==> src/rtl/sram_pkg.sv <==
// Shared types for the SRAM write path: bus widths, controller states, queued write entry.
package sram_pkg;
    localparam int SRAM_ADDR_W = 20;
    localparam int SRAM_DATA_W = 16;

    typedef enum logic [1:0] {IDLE, SETUP, PULSE, HOLD} sram_wr_state_t;

    typedef struct packed {
        logic [SRAM_ADDR_W-1:0] addr;
        logic [SRAM_DATA_W-1:0] data;
        logic [1:0]             be;
    } sram_wr_entry_t;
endpackage

==> src/rtl/sram_wr_fifo.sv <==
// Synchronous write-entry queue; head is visible combinationally, pop takes effect at the edge.
// Push is ignored when full and pop is ignored when empty; push and pop together keep count steady.
module sram_wr_fifo
    import sram_pkg::*;
#(
    parameter int DEPTH = 4,
    localparam int PTR_W = $clog2(DEPTH)
) (
    input  logic           clk,
    input  logic           rst_n,
    input  logic           push,
    input  sram_wr_entry_t push_entry,
    input  logic           pop,
    output sram_wr_entry_t head,
    output logic [PTR_W:0] count
);
    localparam logic [PTR_W:0] FULL = (PTR_W+1)'(DEPTH);

    sram_wr_entry_t   mem [DEPTH];
    logic [PTR_W-1:0] wr_ptr;
    logic [PTR_W-1:0] rd_ptr;
    logic             push_ok;
    logic             pop_ok;

    assign push_ok = push && (count != FULL);
    assign pop_ok  = pop && (count != '0);
    assign head    = mem[rd_ptr];

    always_ff @(posedge clk) begin
        if (push_ok) begin
            mem[wr_ptr] <= push_entry;
        end
    end

    // Power-of-2 depth lets the pointers wrap by plain overflow.
    always_ff @(posedge clk or negedge rst_n) begin
        if (!rst_n) begin
            wr_ptr <= '0;
            rd_ptr <= '0;
            count  <= '0;
        end else begin
            if (push_ok) wr_ptr <= wr_ptr + 1'b1;
            if (pop_ok)  rd_ptr <= rd_ptr + 1'b1;
            case ({push_ok, pop_ok})
                2'b10:   count <= count + 1'b1;
                2'b01:   count <= count - 1'b1;
                default: count <= count;
            endcase
        end
    end
endmodule

==> src/rtl/sram_write_controller.sv <==
// Queues SRAM write requests and plays each out as setup / WE-pulse / hold, parking in read mode between.
// Latency push->SETUP is 2 cycles; Wr_ready drops while the queue is full.
module sram_write_controller
    import sram_pkg::*;
#(
    parameter int ADDR_W       = 20,
    parameter int DATA_W       = 16,
    parameter int FIFO_DEPTH   = 4,
    parameter int SETUP_CYCLES = 1,
    parameter int WE_CYCLES    = 2,
    parameter int HOLD_CYCLES  = 1,
    localparam int FC_W        = $clog2(FIFO_DEPTH) + 1
) (
    input  logic              Clk,
    input  logic              Reset_n,
    input  logic              Wr_valid,
    output logic              Wr_ready,
    input  logic [ADDR_W-1:0] Wr_addr,
    input  logic [DATA_W-1:0] Wr_data,
    input  logic [1:0]        Wr_be,
    input  logic              Hold,
    input  logic [ADDR_W-1:0] Rd_addr,
    output logic [ADDR_W-1:0] ADDR,
    output logic              CE,
    output logic              UB,
    output logic              LB,
    output logic              OE,
    output logic              WE,
    output logic [DATA_W-1:0] Data_to_SRAM,
    output logic              Data_oe,
    output logic              Busy,
    output logic [FC_W-1:0]   Fifo_count
);
    localparam int MAX_A   = (SETUP_CYCLES > WE_CYCLES) ? SETUP_CYCLES : WE_CYCLES;
    localparam int MAX_CYC = (MAX_A > HOLD_CYCLES) ? MAX_A : HOLD_CYCLES;
    localparam int CNT_W   = (MAX_CYC > 1) ? $clog2(MAX_CYC) : 1;
    localparam logic [FC_W-1:0] FULL = FC_W'(FIFO_DEPTH);

    sram_wr_state_t state, state_nxt;
    logic [CNT_W-1:0] cnt, cnt_nxt;
    sram_wr_entry_t   latch, latch_nxt;
    sram_wr_entry_t   head;
    sram_wr_entry_t   push_entry;
    logic             pop;
    logic             push;

    assign push_entry = '{addr: SRAM_ADDR_W'(Wr_addr), data: SRAM_DATA_W'(Wr_data), be: Wr_be};
    assign Wr_ready   = Reset_n && (Fifo_count != FULL);
    assign push       = Wr_valid && Wr_ready;
    assign Busy       = Reset_n && ((state != IDLE) || (Fifo_count != '0));

    sram_wr_fifo #(.DEPTH(FIFO_DEPTH)) u_fifo (
        .clk        (Clk),
        .rst_n      (Reset_n),
        .push       (push),
        .push_entry (push_entry),
        .pop        (pop),
        .head       (head),
        .count      (Fifo_count)
    );

    always_ff @(posedge Clk or negedge Reset_n) begin
        if (!Reset_n) begin
            state <= IDLE;
            cnt   <= '0;
            latch <= '0;
        end else begin
            state <= state_nxt;
            cnt   <= cnt_nxt;
            latch <= latch_nxt;
        end
    end

    // Entries with no byte enables are consumed in IDLE without touching the bus.
    always_comb begin
        state_nxt = state;
        cnt_nxt   = cnt;
        latch_nxt = latch;
        pop       = 1'b0;
        case (state)
            IDLE: begin
                if ((Fifo_count != '0) && !Hold) begin
                    pop       = 1'b1;
                    latch_nxt = head;
                    if (head.be != 2'b00) begin
                        state_nxt = SETUP;
                        cnt_nxt   = CNT_W'(SETUP_CYCLES - 1);
                    end
                end
            end
            SETUP: begin
                if (cnt == '0) begin
                    state_nxt = PULSE;
                    cnt_nxt   = CNT_W'(WE_CYCLES - 1);
                end else begin
                    cnt_nxt = cnt - 1'b1;
                end
            end
            PULSE: begin
                if (cnt == '0) begin
                    state_nxt = HOLD;
                    cnt_nxt   = CNT_W'(HOLD_CYCLES - 1);
                end else begin
                    cnt_nxt = cnt - 1'b1;
                end
            end
            HOLD: begin
                if (cnt == '0) begin
                    state_nxt = IDLE;
                end else begin
                    cnt_nxt = cnt - 1'b1;
                end
            end
            default: state_nxt = IDLE;
        endcase
    end

    // Defaults are the reset-safe bus: everything deasserted, tristate off.
    always_comb begin
        CE           = 1'b1;
        OE           = 1'b1;
        WE           = 1'b1;
        UB           = 1'b1;
        LB           = 1'b1;
        Data_oe      = 1'b0;
        Data_to_SRAM = '0;
        ADDR         = '0;
        if (Reset_n) begin
            CE = 1'b0;
            if (state == IDLE) begin
                OE   = 1'b0;
                UB   = 1'b0;
                LB   = 1'b0;
                ADDR = Rd_addr;
            end else begin
                ADDR         = ADDR_W'(latch.addr);
                Data_to_SRAM = DATA_W'(latch.data);
                Data_oe      = 1'b1;
                UB           = ~latch.be[1];
                LB           = ~latch.be[0];
                WE           = (state != PULSE);
            end
        end
    end
endmodule

==> config.mk <==
export PLATFORM = sky130hd
export DESIGN_NAME = sram_write_controller
export DESIGN_NICKNAME = d
export VERILOG_FILES = /design/src/rtl/sram_pkg.sv /design/src/rtl/sram_wr_fifo.sv /design/src/rtl/sram_write_controller.sv
export SDC_FILE = /design/constraint.sdc
export NUM_CORES = 1
export LEC_CHECK = 0
export ABC_AREA = 0
export CORE_ASPECT_RATIO = 1.25
export CORE_MARGIN = 2
export CORE_UTILIZATION = 55
export DETAILED_ROUTE_END_ITERATION = 10
export GPL_TIMING_DRIVEN = 0
export PLACE_DENSITY = 0.91
export SLEW_MARGIN = 20
export SYNTH_ARGS = -nofsm -noshare
export SYNTH_HDL_FRONTEND = slang
export SYNTH_SLANG_ARGS = --single-unit
==> constraint.sdc <==
create_clock -name Clk -period 6 [get_ports Clk]
set_input_delay 1.8 -clock Clk [delete_from_list [all_inputs] [get_ports Clk]]
set_output_delay 1.8 -clock Clk [all_outputs]
set_load 0.1 [all_outputs]
==> summary.txt <==
Status
  – Status: complete, no violations

CTS
  – Total CTS buffers: 17
  – CTS max path bufs: 2
  – Clock latency on the worst-skew pair: 0.43 ns
  – Clock slew at reported path FFs: ~0.060 ns
  – CTS tree: built
  – Htree depth: 4
  – Root Buffer: clkbuf_16
  – CTS Sinks: 200
  – Hold-fix buffers at CTS: 0

Logic synthesis
  – Cells after Synth: 407
  – Synth top area cells: edfxtp_1, dfrtp_1, mux4_2, mux2_4, mux2i_1
  – Syn_nets: 480
  – Most common library cells after synthesis: edfxtp_1, dfrtp_1, mux4_2, nor2_1, mux2i_1
  – Yosys top cell area share: 56.8%
  – Most common flop cell mapped by yosys: edfxtp_1
  – Mapped cell area: between 8000 and 9000 um^2
  – Avg Synthesized Cell Area: between 15 and 20 um^2
  – Total number of yosys warnings: 0
  – Async SR Flop Fraction: 24.0%
  – Distinct cell type count after synthesis: 32
  – EDFF count, synth: roughly 150
  – Synth area leader: edfxtp_1
  – #FFs+latches synth: 200
  – Most common cell in the netlist: edfxtp_1
  – Register area share after synthesis: 71.7%

GRT
  – First-pass GRT wire length: 25.9 mm
  – Total gr overflow: 0
  – Initial antenna violation count: 1
  – GR Util met3: 5.20%
  – Pin count of the biggest net entering global routing: 54
  – Met2 usage: 39.0%
  – GR Util met1: 27.3%
  – Vias in the first global route: 4489
  – Overall Global Routing Usage: 22.5%
  – Gr busiest metal: met2

Detailed routing
  – DR vias: 4201
  – DRT Wirelength: 17.1 mm
  – DR DRC count: 0
  – Pre-antenna DRT Iters: 5
  – Routed Antenna Nets: 0
  – Avg WL per Cell: 23.4 um
  – Initial DRC count: 284
  – Vias per Instance: approximately 5.8

Final layout
  – Post-route core utilization: approximately 70%
  – Share of layout cells above drive strength 1: 24.9%
  – Final std cells w/o fill: 730
  – Area growth syn-to-layout: 25.2%
  – Nets@finish: 611

Placed design
  – GP Congestion: 0.744
  – Port Buffers: 108
  – DP HPWL: 10.7 mm
  – Cell count after placement: 697

Setup path
  – Path type of the worst setup path: input port to primary output
  – Crit path launch type: input port
  – CP peak stage delay: 0.55 ns
  – Delay-heaviest family, CP: buffers and inverters
  – Req. time, crit path: between 4 and 5 ns
  – Crit-path cells: clkbuf_8, inv_1, nor2_2, clkbuf_1, and2_1, clkdlybuf4s15_2
  – Worst EP arrival: 4.02 ns
  – Crit end category: primary output
  – Crit-path slowest cell: clkdlybuf4s15_2
  – CP Buf/Inv Count: 4
  – Worst-path maximum fanout: 53

Pwr
  – Net Sw Frac: a little under two fifths
  – P_leak: 3.86 nW
  – Comb pwr share: 41.8%
  – Peak VDD IR: 264 uV
  – Psw: 2.08 mW
  – Power, Total: 5.44 mW
  – Flop pwr share: between 30% and 40%
  – Power per Cell Area: 540 nW/um^2
  – Clk pwr share: 22.9%
  – Internal power: 3.36 mW

Floorplanning
  – Die W: between 100 and 150 um
  – Die height: 139 um
  – IO Count: 109
  – Total core area: 14300 um^2
  – Row cnt: between 40 and 50
  – Starting Density: 56.1%
  – DIE AREA: 15600 um^2

Timing
  – Crit share post-route: 97.0%
  – Clk_skew: 0.0112 ns
  – Slew @ Worst Pin: a little under 1 ns
  – Slew HR: approximately a third
  – Post-layout minimum cycle time: 5.82 ns
  – Slew Viols, Final: 0
  – Fmax: 0.172 GHz
  – Count of final setup violators: 0
  – Setup TNS: 0 ns
  – Hold Fails Final Rpt: 0
  – RSZ-0062 raised after global routing: no

Run
  – Maximum capacitance violations: 0

Min path
  – Worst Hold Class: flip-flop to flip-flop
-- cell families after synthesis --
| logic type | share of synthesized area (%) |
|---|---|
| AO/OA/AOI/OAI | 0.996 |
| XOR/XNOR | 0.654 |
| adder cells (fa/ha/maj) | 1.80 |
| buffers and inverters | 2.13 |
| flip-flops | 71.7 |
| multiplexers | 19.6 |
| AND/OR/NAND/NOR | 3.14 |
-- final cells by class --
type                       instances  area [um^2]
sequential                       200         5770
fill                             873         4280
clock inverter                    12          199
antenna                            1         2.50
timing repair buffer             112         1150
tap                              178          223
clock buffer                      20          447
buffer                            20          134
multi-input combinational        177         2110
inverter                          10         37.5
-- worst reg2reg max path, cell delays in order (launching register included) --
cell and delay, ns:
dfrtp_1 0.42, inv_1 0.13, ha_1 0.22, and3_1 0.16, buf_2 0.22, buf_6 0.22, ha_1 0.21, inv_1 0.07
fa_1 0.38, xor2_1 0.15, nor2_1 0.13, xor2_1 0.18
-- through the flow --
stage	hold slack [ns]	worst slack, ns	area (um^2)
after global placement	0.469	-2.86	9350
after CTS	0.495	0.000325	10100
after floorplan	0.457	0.243	8040
final	0.487	0.178	10100
after global routing	0.517	0.00145	10100
after detailed placement	0.480	-0.917	9430
-- power groups by stage --
stage                     Clock (mW)  Combinational (mW)  Sequential [mW]
after global placement             0                2.22             1.93
after floorplan                    0                1.72             1.97
after detailed placement           0                2.30             1.94
after CTS                       1.26                2.29             1.92
final                           1.24                2.27             1.92
after global routing            1.30                2.38             1.95
-- metal layers --
| metal | up-vias | wire length (um) | share of wire, % |
|---|---|---|---|
| met5 | - | 0 | 0 |
| met4 | 0 | 518 | 3.0 |
| met3 | 41 | 890 | 5.2 |
| met2 | 157 | 9200 | 54 |
| met1 | 2164 | 6450 | 38 |
| li1 | 1839 | - | - |
-- sequential cells by signal, summed over array words and instances, names as in the netlist --
name,count
u_fifo.wr_ptr,2
latch,38
state,2
cnt,1
u_fifo.count,3
u_fifo.rd_ptr,2
u_fifo.mem,152
-- worst paths after layout --
| path | start | end | slack, ns | cells past startpoint |
|---|---|---|---|---|
| worst max-delay path | Reset_n | Data_to_SRAM[4] | 0.18 | 6 |
| worst min-delay path | latch[31]$_DFFE_PN0N_ | latch[31]$_DFFE_PN0N_ | 0.49 | 1 |
| worst max register to register | state[0]$_DFFE_PN0P_ | u_fifo.count[2]$_DFFE_PN0P_ | 3.42 | 11 |
| worst min register to register | latch[31]$_DFFE_PN0N_ | latch[31]$_DFFE_PN0N_ | 0.49 | 1 |
| max in group asynchronous | Reset_n | latch[24]$_DFFE_PN0N_ | 4.32 | 1 |
| min in group asynchronous | Reset_n | u_fifo.wr_ptr[1]$_DFFE_PN0P_ | 1.32 | 1 |
-- layout by cell type, fill, tap and decap left out, drive strengths merged, types with 3 or more instances in the layout --
cell             n
a21oi            3
and2            17
and3             5
buf             26
bufinv           5
clkbuf          26
clkdlybuf4s15    3
clkdlybuf4s50   69
clkinv           5
dfrtp           48
dlygate4sd2     15
dlymetal6s2s    13
edfxtp         152
ha              10
inv             11
mux2            40
mux2i           20
mux4            38
nand2            4
nor2            22
o21ai            3
xnor2            3
xor2             3
-- repair_timing --
item | CTS | global route
setup endpoints to repair | 37 | 21
hold endpoints to repair | 0 | 0
pin swaps | 0 | 0
setup buffers | 0 | 0
gates resized for setup | 47 | 28
Note: power is estimated with default switching activity, not from simulation.
